### config.mk
export PLATFORM = sky130hd
export DESIGN_NAME = shift_sequencer
export DESIGN_NICKNAME = d
export VERILOG_FILES = /design/src/rtl/shift_sequencer.sv
export SDC_FILE = /design/constraint.sdc
export NUM_CORES = 1
export LEC_CHECK = 0
export CAP_MARGIN = 5
export CORE_MARGIN = 3
export CORE_UTILIZATION = 47
export CTS_CLUSTER_SIZE = 10
export DETAILED_ROUTE_END_ITERATION = 10
export PLACE_DENSITY = 0.76
export SYNTH_ARGS = -nofsm -noshare
export SYNTH_HDL_FRONTEND = slang
export SYNTH_SLANG_ARGS = --single-unit
### constraint.sdc
create_clock -name clk -period 2.4 [get_ports clk]
set_input_delay 0.36 -clock clk [delete_from_list [all_inputs] [get_ports clk]]
set_output_delay 0.36 -clock clk [all_outputs]
set_load 0.02 [all_outputs]
### src/rtl/shift_sequencer.sv
// Multi-cycle shift controller: applies up to STEP bits of shift per cycle until shamt is consumed.
// Optional feature macro SHIFT_SEQ_ROTATE_EN: op 11 rotates right instead of passing the operand through.
module shift_sequencer #(
  parameter  int WIDTH = 32,
  parameter  int STEP  = 4,
  localparam int SHW   = $clog2(WIDTH)
) (
  input  logic             clk,
  input  logic             rst_n,
  input  logic             req_valid,
  output logic             req_ready,
  input  logic [WIDTH-1:0] req_data,
  input  logic [SHW-1:0]   req_shamt,
  input  logic [1:0]       req_op,
  output logic             rsp_valid,
  input  logic             rsp_ready,
  output logic [WIDTH-1:0] rsp_data,
  output logic             busy
);

  typedef enum logic [1:0] {
    S_IDLE = 2'b00,
    S_RUN  = 2'b01,
    S_DONE = 2'b10
  } state_e;

  typedef enum logic [1:0] {
    OP_SLL = 2'b00,
    OP_SRL = 2'b01,
    OP_SRA = 2'b10,
    OP_ROR = 2'b11
  } op_e;

  localparam logic [SHW-1:0] STEP_N = SHW'(STEP);

  state_e           state_q, state_d;
  op_e              op_q, op_d;
  logic [WIDTH-1:0] acc_q, acc_d;
  logic [SHW-1:0]   rem_q, rem_d;
  logic [SHW-1:0]   step_n;
  logic [WIDTH-1:0] shifted;

  // Bits consumed this cycle; never exceeds what is left, so rem_q cannot wrap.
  assign step_n = (rem_q > STEP_N) ? STEP_N : rem_q;

  always_comb begin
    // NOTE: every always_comb output gets a default first so no path leaves it unassigned (no latch).
    shifted = acc_q;
    case (op_q)
      OP_SLL: shifted = acc_q << step_n;
      OP_SRL: shifted = acc_q >> step_n;
      OP_SRA: shifted = $signed(acc_q) >>> step_n;
`ifdef SHIFT_SEQ_ROTATE_EN
      OP_ROR: shifted = (acc_q >> step_n) | (acc_q << ((SHW+1)'(WIDTH) - {1'b0, step_n}));
`else
      OP_ROR: shifted = acc_q;
`endif
      default: shifted = acc_q;
    endcase
  end

  always_comb begin
    state_d = state_q;
    op_d    = op_q;
    acc_d   = acc_q;
    rem_d   = rem_q;
    case (state_q)
      S_IDLE: begin
        if (req_valid) begin
          acc_d   = req_data;
          rem_d   = req_shamt;
          op_d    = op_e'(req_op);
          state_d = S_RUN;
        end
      end
      S_RUN: begin
        if (rem_q == '0) begin
          state_d = S_DONE;
        end else begin
          acc_d = shifted;
          rem_d = rem_q - step_n;
        end
      end
      S_DONE: begin
        if (rsp_ready) state_d = S_IDLE;
      end
      default: state_d = S_IDLE;
    endcase
  end

  // NOTE: sequential state uses non-blocking assignments so every register samples pre-edge values.
  always_ff @(posedge clk or negedge rst_n) begin
    if (!rst_n) begin
      state_q <= S_IDLE;
      op_q    <= OP_SLL;
      acc_q   <= '0;
      rem_q   <= '0;
    end else begin
      state_q <= state_d;
      op_q    <= op_d;
      acc_q   <= acc_d;
      rem_q   <= rem_d;
    end
  end

  // Outputs decode registered state only; nothing flows combinationally from the inputs.
  assign req_ready = (state_q == S_IDLE);
  assign rsp_valid = (state_q == S_DONE);
  assign busy      = (state_q != S_IDLE);
  assign rsp_data  = acc_q;

endmodule

==> reports/summary.txt, run 1 <==
=====================================================================================================
Top cells by area in the synthesized netlist                                             sky130_fd_sc_hd__dfrtp_1 24%, sky130_fd_sc_hd__mux2i_1 10%, sky130_fd_sc_hd__a21oi_1 6.5%
Area share of and/or/nand/nor cells after synthesis                                             19.3%
Wire length of the first global-routing pass                                                 27100 um
Sequential group share of total power                                                           18.4%
Achievable frequency                                                                        0.435 GHz
Worst slack at placement                                                                      37.4 ps
Count of unique library cells instantiated by Yosys                                                65
Largest net degree at the start of global routing                                                  42
Mean post-synth cell area                                                                    7.78 um2
Maximum Capacitance Violations                                                                      0
Number of buffers on the longest clock path                                                         2
Most numerous cell in the Yosys netlist                                                  sky130_fd_sc_hd__nand2_1
Layout cell share with drive strength beyond 1                                                  14.6%
Number of standard-cell rows in the floorplan                                                      34
CP Launch Type                                                                               register
Total detailed-routing wirelength                                                            17200 um
Final Cycle Share                                                                               95.8%
Leading register cell type out of synthesis                                              sky130_fd_sc_hd__dfrtp_1
Share of async-settable or async-resettable flops after synthesis                                100%
Required arrival time at the worst endpoint                                                   2600 ps
Placeable Area                                                                               8850 um2
Part of the power in the clock network                                                           5.5%
Endpoint of the most critical register-to-register path                                   rsp_data[3]
Ports placed on the boundary                                                                       78
CTS buffer count                                                                                    5
Clk sinks                                                                                          41
Data arrival time at the worst-slack endpoint                                                 2500 ps
Post-synthesis share of cell area spent on full adders, half adders and majority gates          1.16%
Master of the slowest instance on the critical path                                      sky130_fd_sc_hd__a2111oi_0
Net count of the mapped netlist                                                                   603
Int Pwr                                                                                       4.84 mW
#FFs+latches synth                                                                                 41
Worst Setup End Kind                                                                         register
Initial antenna violation count                                                                     0
Sw power                                                                                      5.63 mW
Number of iterations in the first detailed-routing pass                                             9
Final Skew                                                                                    12.9 ps
Die area                                                                                    10400 um2
Total power density per cell area                                                         1880 nW/um2
Number of routed nets with antenna violations                                                       0
Actual transition at the worst max-transition pin                                              547 ps
Share of the yosys chip area belonging to registers                                             23.7%
Vias after detailed routing                                                                      5115
Status                                                                                   complete, no violations
Critical-path maximum fanout                                                                       25
Yosys top cell area share                                                                       23.7%
TritonCTS clock tree                                                                            built
Instance area after placement                                                                5450 um2
Register-to-Register Setup Slack                                                               100 ps
Minimum setup slack in the final design                                                       99.9 ps
Final antenna diode count                                                                           0
WL per Instance                                                                               23.3 um
Number of warnings issued by yosys                                                                  0
Overflow left after global routing                                                                  0
Worst slack on hold paths                                                                     13.3 ps
CTS root buf                                                                             sky130_fd_sc_hd__clkbuf_8
H-tree lvl count                                                                                    2
HPWL after DPL                                                                               12000 um
Largest family of logic cells by synthesized area                                        compound AO/OA/AOI/OAI gates
Cells on worst reg2reg path                                                                         9
CP Class                                                                                      reg2reg
Gp weighted congestion                                                                           1.01
Portion of netlist area occupied by mux cells                                                   18.3%
Relative slew slack                                                                             63.4%
Synthesized-area fraction occupied by ao, oa, aoi and oai cells                                 30.5%
Die width                                                                                      102 um
Bufs and invs on worst path                                                                         3
Port-buffer cells                                                                                  77
Max Slew Vio Count                                                                                  0
Hold violation count in the final report                                                            0
Layout overhead on the synthesized area                                                         28.7%
Post-synthesis share of cell area spent on xor and xnor gates                                      0%
Chain of cells forming the critical path                                                 inv_1 > ha_1 > buf_12 > o21ba_2 > nand2_1 > nor2_1 > a2111oi_0 > buf_4 > a21oi_1
Detailed router's first-iteration violation count                                                 633
Die height                                                                                     102 um
Fill cell instance count of the final layout                                                      812
Mapped cell area                                                                             4330 um2
Largest delay share family, worst path                                                   compound AO/OA/AOI/OAI gates
Number of standard cells after synthesis                                                          556
Worst flop-to-flop path startpoint                                                            op_q[0]
Remaining DRCs                                                                                      0
Initial cell density of the core                                                                48.9%
Logic gate share of total power                                                                 76.0%
Peak ir drop on the vdd network                                                              0.993 mV
Overall fraction of global-route tracks in use                                                  33.3%
Worst-skew pair later-pin latency                                                              310 ps
CTS clk-pin slew, worst paths                                                                  100 ps
Vias per cell                                                                                    6.93
Maximum single-stage delay on the critical path                                                460 ps
Number of global-route vias before repair                                                        4907
Fin crit period                                                                               2300 ps
Net count reported at finish                                                                      677
Leakage power of the design                                                                   2.15 nW
Final setup vio count                                                                               0
Worst min-delay path class                                                                   in2async
Most used standard cells in the synthesized netlist                                      69 x sky130_fd_sc_hd__nand2_1, 56 x sky130_fd_sc_hd__a21oi_1, 44 x sky130_fd_sc_hd__mux2i_1
Number of synthesized flops with an enable pin                                                      0
Sw frac                                                                                         53.8%
Library cell with the largest summed area after synthesis                                sky130_fd_sc_hd__dfrtp_1
Final Cell Area                                                                              5570 um2
=====================================================================================================
[what timing repair did]
action,4_1_cts,5_1_grt
gates resized for setup,1,6
hold buffers,0,0
buffers inserted,0,0
endpoints found under the setup margin,1,11
[routing by layer]
metal / vias to the layer above / global-route usage [%] / wire (um)
met3: 63 / 4.98 / 1820
met5: - / 0 / 0
met2: 384 / 51.3 / 7820
met4: 0 / 13.2 / 565
li1: 2259 / - / -
met1: 2409 / 47.2 / 7010
[stage by stage]
stage / cells / util, % / TNS, ps / power (mW)
6_report: 738 / 63.0 / 0 / 10.5
3_5_place_dp: 731 / 61.6 / 0 / 9.61
2_1_floorplan: 556 / - / 0 / 6.56
3_3_place_gp: 731 / 61.6 / 0 / 9.53
5_1_grt: 738 / 63.0 / -3.12 / 11.1
4_1_cts: 738 / 62.8 / 0 / 10.2
[sequential cells by signal, indices dropped and copies added (netlist names)]
name,flops
op_q,2
rem_q,5
rsp_data,32
state_q,2
[power by group through the flow]
stage | Sequential, mW | Clock, mW | Combinational (mW)
floorplan | 1.79 | 0 | 4.77
global placement | 1.90 | 0 | 7.63
detailed placement | 1.89 | 0 | 7.72
CTS | 1.87 | 0.591 | 7.76
global route | 1.98 | 0.609 | 8.53
finish | 1.93 | 0.580 | 7.96
[worst max-delay path by stage]
stage / to / from / slack [ps] / cells past startpoint
after global placement: rsp_data[20] / op_q[0] / 80 / 6
after floorplan: rem_q[4] / rem_q[3] / 130 / 11
after global routing: rsp_data[4] / rem_q[0] / -3 / 6
final: rsp_data[3] / op_q[0] / 100 / 9
after detailed placement: rsp_data[20] / op_q[0] / 40 / 6
after CTS: rsp_data[3] / op_q[0] / 80 / 9
[area by class of cell]
cell class | instances | area, um2 | area share (%)
multi-input cells | 442 | 3040 | 54.6
repair buffers | 129 | 1220 | 21.9
flip-flops and latches | 41 | 1030 | 18.4
well taps | 108 | 135 | 2.43
clock buffers | 5 | 68.8 | 1.24
inverters | 11 | 41.3 | 0.741
clock inverters | 2 | 35.0 | 0.629
[layout by cell type (no fill, tap or decap), types with 3 or more instances in the layout]
cell,count
sky130_fd_sc_hd__a2111oi_0,6
sky130_fd_sc_hd__a211o_1,4
sky130_fd_sc_hd__a211oi_1,14
sky130_fd_sc_hd__a21oi_1,56
sky130_fd_sc_hd__a221o_1,7
sky130_fd_sc_hd__a221oi_1,4
sky130_fd_sc_hd__a22oi_1,5
sky130_fd_sc_hd__a31oi_1,12
sky130_fd_sc_hd__a32oi_1,4
sky130_fd_sc_hd__and2_1,6
sky130_fd_sc_hd__buf_12,5
sky130_fd_sc_hd__buf_4,46
sky130_fd_sc_hd__clkbuf_8,5
sky130_fd_sc_hd__clkdlybuf4s50_1,76
sky130_fd_sc_hd__dfrtp_1,41
sky130_fd_sc_hd__ha_1,4
sky130_fd_sc_hd__inv_1,9
sky130_fd_sc_hd__mux2_2,5
sky130_fd_sc_hd__mux2i_1,44
sky130_fd_sc_hd__mux4_2,12
sky130_fd_sc_hd__nand2_1,69
sky130_fd_sc_hd__nand3_1,12
sky130_fd_sc_hd__nor2_1,28
sky130_fd_sc_hd__nor2b_1,9
sky130_fd_sc_hd__nor3_1,17
sky130_fd_sc_hd__o211ai_1,6
sky130_fd_sc_hd__o21ai_0,41
sky130_fd_sc_hd__o221ai_1,8
sky130_fd_sc_hd__o22ai_1,13
sky130_fd_sc_hd__o32ai_1,3
sky130_fd_sc_hd__or3_1,8
[cells by family after synthesis]
| kind of cell | after synthesis |
|---|---|
| AO/OA/AOI/OAI | 203 |
| AND/OR/NAND/NOR | 172 |
| buffers and inverters | 73 |
| multiplexers | 62 |
| flip-flops | 41 |
| adder cells (fa/ha/maj) | 4 |
| other | 1 |
Power figures use the tool's default switching activity.
==> run 2: changes to the inputs <==
--- a/config.mk
+++ b/config.mk
@@ -5,7 +5,6 @@
 export SDC_FILE = /design/constraint.sdc
 export NUM_CORES = 1
 export LEC_CHECK = 0
-export CAP_MARGIN = 5
 export CORE_MARGIN = 3
 export CORE_UTILIZATION = 47
 export CTS_CLUSTER_SIZE = 10
==> results of run 2 <==
The final DEF is identical to that of run 1; final timing and power are the same.
==> run 3: changes to the inputs <==
--- a/config.mk
+++ b/config.mk
@@ -9,7 +9,9 @@
 export CORE_UTILIZATION = 47
 export CTS_CLUSTER_SIZE = 10
 export DETAILED_ROUTE_END_ITERATION = 10
+export HOLD_SLACK_MARGIN = 0.12
 export PLACE_DENSITY = 0.76
+export RECOVER_POWER = 50
 export SYNTH_ARGS = -nofsm -noshare
 export SYNTH_HDL_FRONTEND = slang
 export SYNTH_SLANG_ARGS = --single-unit
==> run 3 against run 2 <==
  * Utilization down 0.099 points
  * Sequential cell count did not move
  * Highest routed layer unchanged
  * Cell count up 0.14%
  * Fmax shrank 0.60%
  * Routed wire length is 0.44% lower
  * Largest cell class unchanged
==> reports/summary.txt, run 3 (synthesis gave the netlist of run 1 again) <==
============================================================================
Fin crit period                                                      2310 ps
Layout overhead on the synthesized area                                28.5%
Commonest non-fill, non-tap cell in the layout                  sky130_fd_sc_hd__nand2_1
HPWL after DPL                                                      12000 um
Number of global-route vias before repair                               4907
Final antenna diode count                                                  0
Actual transition at the worst max-transition pin                    1150 ps
Critical-path maximum fanout                                              25
Worst slack on hold paths                                             622 ps
Relative slew slack                                                    23.5%
WL per Instance                                                      23.2 um
Initial antenna violation count                                            0
Maximum Capacitance Violations                                             0
Overflow left after global routing                                         0
Vias after detailed routing                                             5172
Worst slack at placement                                             37.4 ps
Wire length of the first global-routing pass                        27100 um
Sw frac                                                                54.0%
Int Pwr                                                              4.79 mW
# Post-CTS Setup Buffers                                                   0
Master of the slowest instance on the critical path             sky130_fd_sc_hd__a2111oi_0
Data arrival time at the worst-slack endpoint                        2510 ps
Worst Setup End Kind                                                register
Remaining DRCs                                                             0
Total detailed-routing wirelength                                   17100 um
Ports placed on the boundary                                              78
Gp weighted congestion                                                  1.01
Number of buffers on the longest clock path                                2
Number of iterations in the first detailed-routing pass                    9
Required arrival time at the worst endpoint                          2600 ps
CTS buffer count                                                           5
Minimum setup slack in the final design                              85.9 ps
Worst-skew pair later-pin latency                                     310 ps
Sequential group share of total power                                  18.5%
Cell count after placement                                               731
CP Class                                                             reg2reg
Final Cycle Share                                                      96.4%
Status                                                          complete, no violations
Die area                                                           10400 um2
Detailed router's first-iteration violation count                        592
Layout cell share with drive strength beyond 1                         14.4%
Overall fraction of global-route tracks in use                         33.3%
Part of the power in the clock network                                  5.5%
Initial cell density of the core                                       48.9%
Number of routed nets with antenna violations                              0
Clk sinks                                                                 41
Logic gate share of total power                                        76.0%
Die width                                                             102 um
Setup total negative slack                                              0 ps
Placeable Area                                                      8850 um2
Number of standard-cell rows in the floorplan                             34
Final Skew                                                           11.2 ps
Hold violation count in the final report                                   0
Chain of cells forming the critical path                        inv_1 > ha_1 > buf_12 > o21ba_2 > nand2_1 > nor2_1 > a2111oi_0 > buf_4 > a21oi_1
Port-buffer cells                                                         77
Total power density per cell area                                1870 nW/um2
Final setup vio count                                                      0
Final cell count without fillers                                         739
Die height                                                            102 um
Net count reported at finish                                             678
Peak ir drop on the vdd network                                     0.996 mV
Maximum single-stage delay on the critical path                       470 ps
CP Launch Type                                                      register
Max FFs per register                                                      32
H-tree lvl count                                                           2
Achievable frequency                                               0.432 GHz
Register-to-Register Setup Slack                                       90 ps
Vias per cell                                                           7.00
Sw power                                                             5.62 mW
Largest net degree at the start of global routing                         42
Max Slew Vio Count                                                         0
CTS root buf                                                    sky130_fd_sc_hd__clkbuf_8
Top library cells by usage in the layout, fill and taps aside   69 x sky130_fd_sc_hd__nand2_1, 64 x sky130_fd_sc_hd__clkdlybuf4s50_1, 56 x sky130_fd_sc_hd__a21oi_1, 45 x sky130_fd_sc_hd__buf_4, 44 x sky130_fd_sc_hd__mux2i_1
Leakage power of the design                                          2.15 nW
TritonCTS clock tree                                                   built
CTS clk-pin slew, worst paths                                         100 ps
Worst min-delay path class                                           reg2reg
============================================================================
run 3: cell count changes in the layout (fill, tap and decap cells not counted):
| cell | previous run | this run |
|---|---|---|
| sky130_fd_sc_hd__buf_4 | 46 | 45 |
| sky130_fd_sc_hd__clkbuf_1 | 0 | 1 |
| sky130_fd_sc_hd__clkbuf_2 | 0 | 1 |
| sky130_fd_sc_hd__dlygate4sd3_1 | 0 | 13 |
| sky130_fd_sc_hd__clkdlybuf4s50_1 | 76 | 64 |
| sky130_fd_sc_hd__buf_12 | 5 | 4 |
run 3: layout make-up:
type,count,area (um2)
multi-input cells,442,3040
clock buffers,5,68.8
fillers,813,3290
flip-flops and latches,41,1030
clock inverters,2,35.0
inverters,11,41.3
well taps,108,135
repair buffers,130,1210
run 3: through the flow:
step | area (um2) | total power, mW | util [%]
3_5_place_dp | 5450 | 9.61 | 61.6
5_1_grt | 5560 | 11.1 | 62.9
3_3_place_gp | 5450 | 9.53 | 61.6
2_1_floorplan | 4330 | 6.56 | -
4_1_cts | 5570 | 10.2 | 62.9
6_report | 5560 | 10.4 | 62.9
run 3: per-layer routing:
layer  part of all wire [%]  wire [um]  up-vias  track usage [%]
li1                       -          -     2251                -
met1                     40       6840     2429             47.2
met2                     45       7730      426             51.3
met3                     11       1950       66             4.98
met4                    3.6        609        0             13.2
met5                      0          0        -                0
run 3: worst paths after layout:
check,from,endpoint,depth (start not counted)
setup / recovery,op_q[0],rsp_data[3],9
hold / removal,op_q[0],op_q[0],2
setup reg to reg,op_q[0],rsp_data[3],9
hold reg to reg,op_q[0],op_q[0],2
max in group asynchronous,rst_n,rsp_data[18],3
min in group asynchronous,rst_n,rsp_data[3],3
run 3: what timing repair did:
action                     in CTS  in global routing
hold endpoints to repair       41                  0
hold buffers                    1                  0
resized for setup               1                  6
setup endpoints to repair       1                 11
gates cloned                    0                  0
run 3: power by group through the flow:
stage,registers [mW],logic [mW],clock network (mW)
2_1_floorplan,1.79,4.77,0
3_3_place_gp,1.90,7.63,0
3_5_place_dp,1.89,7.72,0
4_1_cts,1.87,7.76,0.591
5_1_grt,1.98,8.49,0.609
6_report,1.92,7.91,0.577
run 3: critical path: cells and delay by family, from the launching register on:
family	cells	cell delay [ps]
compound gates	3	760
buf+inv	3	450
flops	1	380
fa+ha+maj	1	340
simple gates	2	280
